**src/rtl/stream_source_gen.sv**
```systemverilog
`default_nettype none
// ============================================================================
// Module   : stream_source_gen
// Summary  : Valid/ready packet traffic source with selectable data patterns.
//            Define STREAM_SRC_GAP_EN to insert PKT_GAP idle cycles between packets.
// Revision : 1.0 - initial release
// ============================================================================
module stream_source_gen #(
  parameter int WIDTH    = 8,
  parameter int PKT_LEN  = 16,
  parameter int NUM_PKTS = 4,
  parameter int SEED     = 1,
  parameter int PKT_GAP  = 2
) (
  input  logic             clk,
  input  logic             s_rst,
  input  logic             start,
  input  logic [1:0]       mode,
  input  logic             ready,
  output logic             valid,
  output logic [WIDTH-1:0] data_out,
  output logic             last,
  output logic             busy,
  output logic             done
);

  localparam int BW = (PKT_LEN > 1) ? $clog2(PKT_LEN) : 1;
  localparam int PW = (NUM_PKTS > 0) ? $clog2(NUM_PKTS + 1) : 1;
  localparam logic [31:0]      SEED_VEC  = 32'(SEED);
  localparam logic [15:0]      LFSR_INIT = (SEED_VEC[15:0] == 16'd0) ? 16'd1 : SEED_VEC[15:0];
  localparam logic [WIDTH-1:0] CONST_VAL = SEED_VEC[WIDTH-1:0];
  localparam logic [WIDTH-1:0] ONE       = WIDTH'(1);
  localparam logic [BW-1:0]    BEAT_MAX  = BW'(PKT_LEN - 1);
  localparam logic [PW-1:0]    PKT_FINAL = PW'(NUM_PKTS - 1);

`ifdef STREAM_SRC_GAP_EN
  localparam int GW = (PKT_GAP > 1) ? $clog2(PKT_GAP) : 1;
  localparam logic [GW-1:0] GAP_MAX = GW'(PKT_GAP - 1);
  typedef enum logic [1:0] {S_IDLE = 2'd0, S_RUN = 2'd1, S_GAP = 2'd2, S_DONE = 2'd3} state_t;
`else
  typedef enum logic [1:0] {S_IDLE = 2'd0, S_RUN = 2'd1, S_DONE = 2'd3} state_t;
`endif

  if (WIDTH < 1 || WIDTH > 32 || PKT_LEN < 1 || NUM_PKTS < 0 || PKT_GAP < 0) begin : g_param_range_error
  end

  state_t           state_q, state_d;
  logic [1:0]       mode_q, mode_d;
  logic [WIDTH-1:0] data_q, data_d;
  logic             valid_q, valid_d;
  logic             last_q, last_d;
  logic             busy_q, busy_d;
  logic             done_q, done_d;
  logic [BW-1:0]    beat_q, beat_d;
  logic [PW-1:0]    pkt_q, pkt_d;
  logic [15:0]      lfsr_q, lfsr_d;
`ifdef STREAM_SRC_GAP_EN
  logic [GW-1:0]    gap_q, gap_d;
`endif

  logic             hs;
  logic [15:0]      lfsr_step_w;
  logic [WIDTH-1:0] lf_cur, lf_nxt;

  // x^16+x^14+x^13+x^11+1, Fibonacci form shifting towards the MSB
  function automatic logic [15:0] lfsr_step(input logic [15:0] s);
    return {s[14:0], s[15] ^ s[13] ^ s[12] ^ s[10]};
  endfunction

  function automatic logic [WIDTH-1:0] pat_next(input logic [1:0] m, input logic [WIDTH-1:0] cur,
                                                input logic [WIDTH-1:0] lfv);
    case (m)
      2'd0:    return cur + ONE;
      2'd1:    return CONST_VAL;
      2'd2:    return (cur << 1) | (cur >> (WIDTH - 1));
      default: return lfv;
    endcase
  endfunction

  assign hs          = valid_q & ready;
  assign lfsr_step_w = lfsr_step(lfsr_q);

  if (WIDTH > 16) begin : g_lfsr_wide
    assign lf_cur = {{(WIDTH-16){1'b0}}, lfsr_q};
    assign lf_nxt = {{(WIDTH-16){1'b0}}, lfsr_step_w};
  end else begin : g_lfsr_narrow
    assign lf_cur = lfsr_q[WIDTH-1:0];
    assign lf_nxt = lfsr_step_w[WIDTH-1:0];
  end

  always_comb begin
    state_d = state_q;
    mode_d  = mode_q;
    data_d  = data_q;
    valid_d = valid_q;
    last_d  = last_q;
    busy_d  = busy_q;
    done_d  = done_q;
    beat_d  = beat_q;
    pkt_d   = pkt_q;
    lfsr_d  = lfsr_q;
`ifdef STREAM_SRC_GAP_EN
    gap_d   = gap_q;
`endif
    case (state_q)
      S_IDLE, S_DONE: begin
        if (start) begin
          state_d = S_RUN;
          mode_d  = mode;
          beat_d  = '0;
          pkt_d   = '0;
          lfsr_d  = LFSR_INIT;
          data_d  = (mode == 2'd2) ? ONE : pat_next(mode, '0, LFSR_INIT[WIDTH-1:0] | '0);
          last_d  = (PKT_LEN == 1);
          valid_d = 1'b1;
          busy_d  = 1'b1;
          done_d  = 1'b0;
        end
      end
      S_RUN: begin
        if (hs) begin
          lfsr_d = lfsr_step_w;
          if (last_q) begin
            beat_d = '0;
            pkt_d  = pkt_q + PW'(1);
            last_d = (PKT_LEN == 1);
            if ((NUM_PKTS != 0) && (pkt_q == PKT_FINAL)) begin
              state_d = S_DONE;
              valid_d = 1'b0;
              busy_d  = 1'b0;
              done_d  = 1'b1;
            end else begin
              data_d = pat_next(mode_q, data_q, lf_nxt);
`ifdef STREAM_SRC_GAP_EN
              // data_out freezes during the gap; the next beat is built on exit
              if (PKT_GAP > 0) begin
                data_d  = data_q;
                valid_d = 1'b0;
                gap_d   = GAP_MAX;
                state_d = S_GAP;
              end
`endif
            end
          end else begin
            beat_d = beat_q + BW'(1);
            last_d = (beat_d == BEAT_MAX);
            data_d = pat_next(mode_q, data_q, lf_nxt);
          end
        end
      end
`ifdef STREAM_SRC_GAP_EN
      S_GAP: begin
        if (gap_q == '0) begin
          state_d = S_RUN;
          valid_d = 1'b1;
          data_d  = pat_next(mode_q, data_q, lf_cur);
        end else begin
          gap_d = gap_q - GW'(1);
        end
      end
`endif
      default: state_d = S_IDLE;
    endcase
  end

  always_ff @(posedge clk) begin
    if (s_rst) begin
      state_q <= S_IDLE;
      mode_q  <= 2'd0;
      data_q  <= '0;
      valid_q <= 1'b0;
      last_q  <= 1'b0;
      busy_q  <= 1'b0;
      done_q  <= 1'b0;
      beat_q  <= '0;
      pkt_q   <= '0;
      lfsr_q  <= LFSR_INIT;
`ifdef STREAM_SRC_GAP_EN
      gap_q   <= '0;
`endif
    end else begin
      state_q <= state_d;
      mode_q  <= mode_d;
      data_q  <= data_d;
      valid_q <= valid_d;
      last_q  <= last_d;
      busy_q  <= busy_d;
      done_q  <= done_d;
      beat_q  <= beat_d;
      pkt_q   <= pkt_d;
      lfsr_q  <= lfsr_d;
`ifdef STREAM_SRC_GAP_EN
      gap_q   <= gap_d;
`endif
    end
  end

  assign valid    = valid_q;
  assign data_out = data_q;
  assign last     = last_q;
  assign busy     = busy_q;
  assign done     = done_q;

endmodule
`default_nettype wire

```
**config.mk**
```make
export PLATFORM = sky130hd
export DESIGN_NAME = stream_source_gen
export DESIGN_NICKNAME = d
export VERILOG_FILES = /design/src/rtl/stream_source_gen.sv
export SDC_FILE = /design/constraint.sdc
export NUM_CORES = 1
export LEC_CHECK = 0
export CAP_MARGIN = 40
export CORE_MARGIN = 2
export CORE_UTILIZATION = 55
export CTS_BUF_LIST = sky130_fd_sc_hd__clkbuf_16
export CTS_CLUSTER_SIZE = 24
export DETAILED_ROUTE_END_ITERATION = 6
export GPL_ROUTABILITY_DRIVEN = 0
export PLACE_DENSITY_LB_ADDON = 0.25
export SYNTH_ARGS = -nofsm -noshare
export SYNTH_HDL_FRONTEND = slang
export SYNTH_SLANG_ARGS = --single-unit
```
**constraint.sdc**
```tcl
create_clock -name clk -period 4.7 [get_ports clk]
set_input_delay 1.41 -clock clk [delete_from_list [all_inputs] [get_ports clk]]
set_output_delay 1.41 -clock clk [all_outputs]
set_load 0.1 [all_outputs]
```
# Yosys cells after proc, flatten, opt, wreduce, memory -nomap -nowiden
# Cells that the tools add are included.
word_totals:
  rom_bits: 0
  word_cells: 73
  ram_bits: 0
  out_inout_bits: 12
  mem_count: 0
  latchBits: 0
  regBits: 38
op_classes:
  reduce_logical: 10
  n_addsub: 3
  shift: 0
  magnitude_cmp: 0
  mul: 0
  div: 0
  bitwise_logic: 5
  mux: 35
  eq_ne: 11
ops:
  columns: ["op", "count"]
  rows:
  - ["16-bit 2-to-1 mux", 2]
  - ["8-bit 2-to-1 mux", 4]
  - ["16-bit case mux with 2 select lines", 1]
  - ["8-bit case mux with 3 select lines", 1]
  - ["8-bit case mux with 2 select lines", 1]
  - ["4-bit 2-to-1 mux", 3]
  - ["4-bit AND reduction", 3]
  - ["1-bit 2-to-1 mux", 10]
  - ["3-bit 2-to-1 mux", 3]
  - ["8-bit by 1-bit adder with 8-bit output (second input constant)", 1]
  - ["2-bit 2-to-1 mux", 4]
  - ["2-bit inequality test (second input constant)", 4]
  - ["8-bit by 1-bit bitwise OR with 8-bit output", 1]
  - ["4-bit case mux with 2 select lines", 1]
  - ["1-bit case mux with 2 select lines", 3]
  - ["3-bit case mux with 2 select lines", 1]
  - ["5-bit AND reduction", 1]
  - ["4-bit by 1-bit adder with 4-bit output (second input constant)", 1]
  - ["2-bit by 1-bit equality test with 1-bit output (second input constant)", 2]
  - ["2-bit equality test (second input constant)", 2]
  - ["4-bit equality test (second input constant)", 1]
  - ["2-bit zero test", 2]
  - ["2-bit case mux with 2 select lines", 1]
  - ["3-bit by 1-bit adder with 3-bit output (second input constant)", 1]
  - ["other kinds (8)", 10]

# Depth between registers and ports, before layout
depth:
  word_depth: 8
  depth_mapped: 9

# Worst setup path before layout
# No wires, ideal clock.
synth_timing:
  kind: "flip-flop to output port"
  start: "reg, netlist name busy"
  end: "out valid"
  path_stages_with_launch: 2
  t_required_ns: 3.290
  n_path_buf: 1
  slack_ns: 1.852
  arrival_ns: 1.438
  cell_sequence: "dfxtp_1 -> buf_4"
synth_rtl:
  columns: ["item", "line_no", "source"]
  rows:
  - ["end: declaration", "20", "output logic valid,"]

# Final worst setup path
layout_timing:
  start: "in start"
  end: "reg pkt_q[1]"
layout_via:
  elab_chain_cells: 2
layout_lines:
  columns: ["item", "line_no", "source"]
  rows:
  - ["start: declaration", "17", "input logic start,"]
  - ["2-bit inequality test (no line)", null, null]
  - ["4-bit AND reduction (no line)", null, null]
  - ["end signal: assignment", "190", "pkt_q <= pkt_d;"]
  - ["end: declaration", "55", "logic [PW-1:0] pkt_q, pkt_d;"]
# Every way passes these cells.
# A chain may end at the register's enable or synchronous reset.

==> run metrics <==
Rows 21; Cell Int Power 570 µW; # clock sinks 38; Netlist cell types 43; Slew @ Worst Pin 0.856 ns; type of the worst min-delay path register to register; cell area power density 328 mW/mm²; antenna diode count 0; routed vias 1775; Synth area leaders dfxtp_1 (39%), nand3_1 (7.2%), a21oi_1 (6.7%); wire length of the first global-routing pass 7.82 mm; share of cells above drive strength 1 0.108; initial antenna violation count 0; setup bufs post-CTS 0; Placed Instance Area 0.00231 mm²; hold slack 0.456 ns; Final Hold Vio Count 0; DIE AREA 0.00405 mm²; register area 761 µm²; largest net degree at the start of global routing 35; nature of the critical path endpoint register; Synth Register Bits 38; CTS tree yes; Fillers 267; switching share of power 0.290; Multi-input gate area 0.00109 mm²; commonest cells in the netlist dfxtp_1 (38), nand2_1 (33), nand3_1 (28); Antenna Nets Post-Route 0; Post-CTS Hold Fix Bufs 0; post-layout util 0.729; setup ws final 1.21 ns; Non-Filler Instances 306; cts repair resizes 0; area delta synth->final 25.4%; wire per inst 14.7 µm; # DRC 0; Required @ worst endpoint 4.86 ns; Sw Pwr 233 µW; final setup vio count 0; detailed-router iteration count before antenna repair 4; Max Root-Sink Buffers 2; Synth Flop Type dfxtp_1; yosys warns 0; Tcrit/Tclk final 0.742; Tot Pwr 803 µW; gr usage total 0.245; Clock transition at path regs 0.05 ns; skew final 0.00335 ns; Arrival @ worst endpoint 3.65 ns; Inst Count DP 298; Syn Nets 248; max-slew violations 0; Synth Cell Area 0.00195 mm²; Vias/cell 5.80; Initial Util 0.581; Clock power frac 0.389; Comb power frac 0.183; RSZ-0062 raised after global routing no; initial drt markers 187; Post-synth EDFFs 0; Num CTS Buffers 5; outcome finished clean; DRT Wirelength 4.49 mm; Crit Path Max Fanout 29; Async SR Flop Fraction 0; peak supply drop 270 µV; final setup TNS 0 ns; maxcap violations 0; Final #Nets 272; count leader, synth dfxtp_1; Lkg Pwr 0.897 nW; total core area 0.00336 mm²; Worst-Skew Late Latency 0.28 ns; crit start category primary input; htree depth 2; minimum clock period 3.49 ns; Die Span X 63.6 µm; Syn Inst Count 235; vias in the first global route 1657; sequential power share 0.429; syn avg cell area 8.32 µm²; grt ovf 0; max_slew headroom 0.428; design area 0.00245 mm²; IO buf count 17; IO Count 18; Synth top area share 0.389; sequential share of the synthesized area 0.389; pre-CTS setup slack 0.967 ns; Die Ht 63.6 µm; f_max 287 MHz; CTS Root Cell clkbuf_16; area leader, netlist dfxtp_1; Setup CP Type primary input to register; detailed placement HPWL 2.94 mm
==> final timing paths <==
| path | startpoint | endpoint | cells past startpoint | slack (ns) |
|---|---|---|---|---|
| max | start | pkt_q[1]$_SDFFE_PP0P_ | 5 | 1.21 |
| min reg2reg | lfsr_q[8]$_SDFFE_PP0P_ | lfsr_q[8]$_SDFFE_PP0P_ | 2 | 0.46 |
| max reg2reg | state_q[0]$_SDFFE_PP0P_ | pkt_q[1]$_SDFFE_PP0P_ | 6 | 2.02 |
| min | lfsr_q[8]$_SDFFE_PP0P_ | lfsr_q[8]$_SDFFE_PP0P_ | 2 | 0.46 |
==> cell usage in the layout (no fill, tap or decap), types with 4 or more instances in the layout <==
| cell | synthesis | final |
|---|---|---|
| xor2_1 | 4 | 4 |
| nand2b_1 | 4 | 4 |
| inv_1 | 9 | 10 |
| nand2_1 | 33 | 33 |
| nand3_1 | 28 | 28 |
| mux2i_1 | 7 | 7 |
| o21ai_0 | 7 | 7 |
| nor3_1 | 7 | 7 |
| a21oi_1 | 26 | 26 |
| clkdlybuf4s50_1 | 0 | 17 |
| nor2_1 | 5 | 5 |
| dfxtp_1 | 38 | 38 |
| or3_1 | 5 | 5 |
| clkbuf_16 | 0 | 5 |
| buf_8 | 0 | 12 |
| ha_1 | 7 | 7 |
==> cell type report <==
class / instances / area share
Clock buffer: 5 / 0.0510
Clock inverter: 3 / 0.00510
Inverter: 9 / 0.0138
Multi-Input combinational cell: 173 / 0.444
Sequential cell: 38 / 0.310
Tap cell: 46 / 0.0235
Timing Repair Buffer: 32 / 0.152
==> flip-flops by register name, indices dropped and copies added, names as in the netlist <==
| name | count |
|---|---|
| mode_q | 2 |
| beat_q | 4 |
| done | 1 |
| state_q | 2 |
| pkt_q | 3 |
| data_out | 8 |
| last | 1 |
| lfsr_q | 16 |
| busy | 1 |
==> power groups by stage <==
| stage | clock [mW] | sequential (mW) | combinational (mW) |
|---|---|---|---|
| detailed placement | 0 | 0.350 | 0.145 |
| CTS | 0.320 | 0.344 | 0.147 |
| finish | 0.312 | 0.344 | 0.147 |
| global route | 0.336 | 0.345 | 0.160 |
| global placement | 0 | 0.350 | 0.129 |
| floorplan | 0 | 0.363 | 0.0919 |
==> cells by family (layout without fill, tap and decap cells) <==
logic type	count (synthesis)	count (layout)	share of synthesized area
simple gates	95	95	0.252
fa+ha+maj	7	7	0.0448
xor+xnor	6	6	0.0269
flops	38	38	0.389
buf+inv	24	49	0.0538
compound gates	55	55	0.181
mux	10	10	0.0531
==> metal layers <==
layer | up-vias | part of all wire | GRT usage
li1 | 890 | - | -
met1 | 826 | 0.45 | 0.304
met2 | 53 | 0.50 | 0.414
met3 | 6 | 0.044 | 0.0643
met4 | 0 | 0.0078 | 0.0761
met5 | - | 0 | 0
==> worst max-delay path, stage by stage <==
cell and delay, ns:
clkdlybuf4s50_1 0.49, nor2b_1 0.51, or3_1 0.75, nor4b_1 0.12
a311o_1 0.36
(Power assumes the default switching activity.)
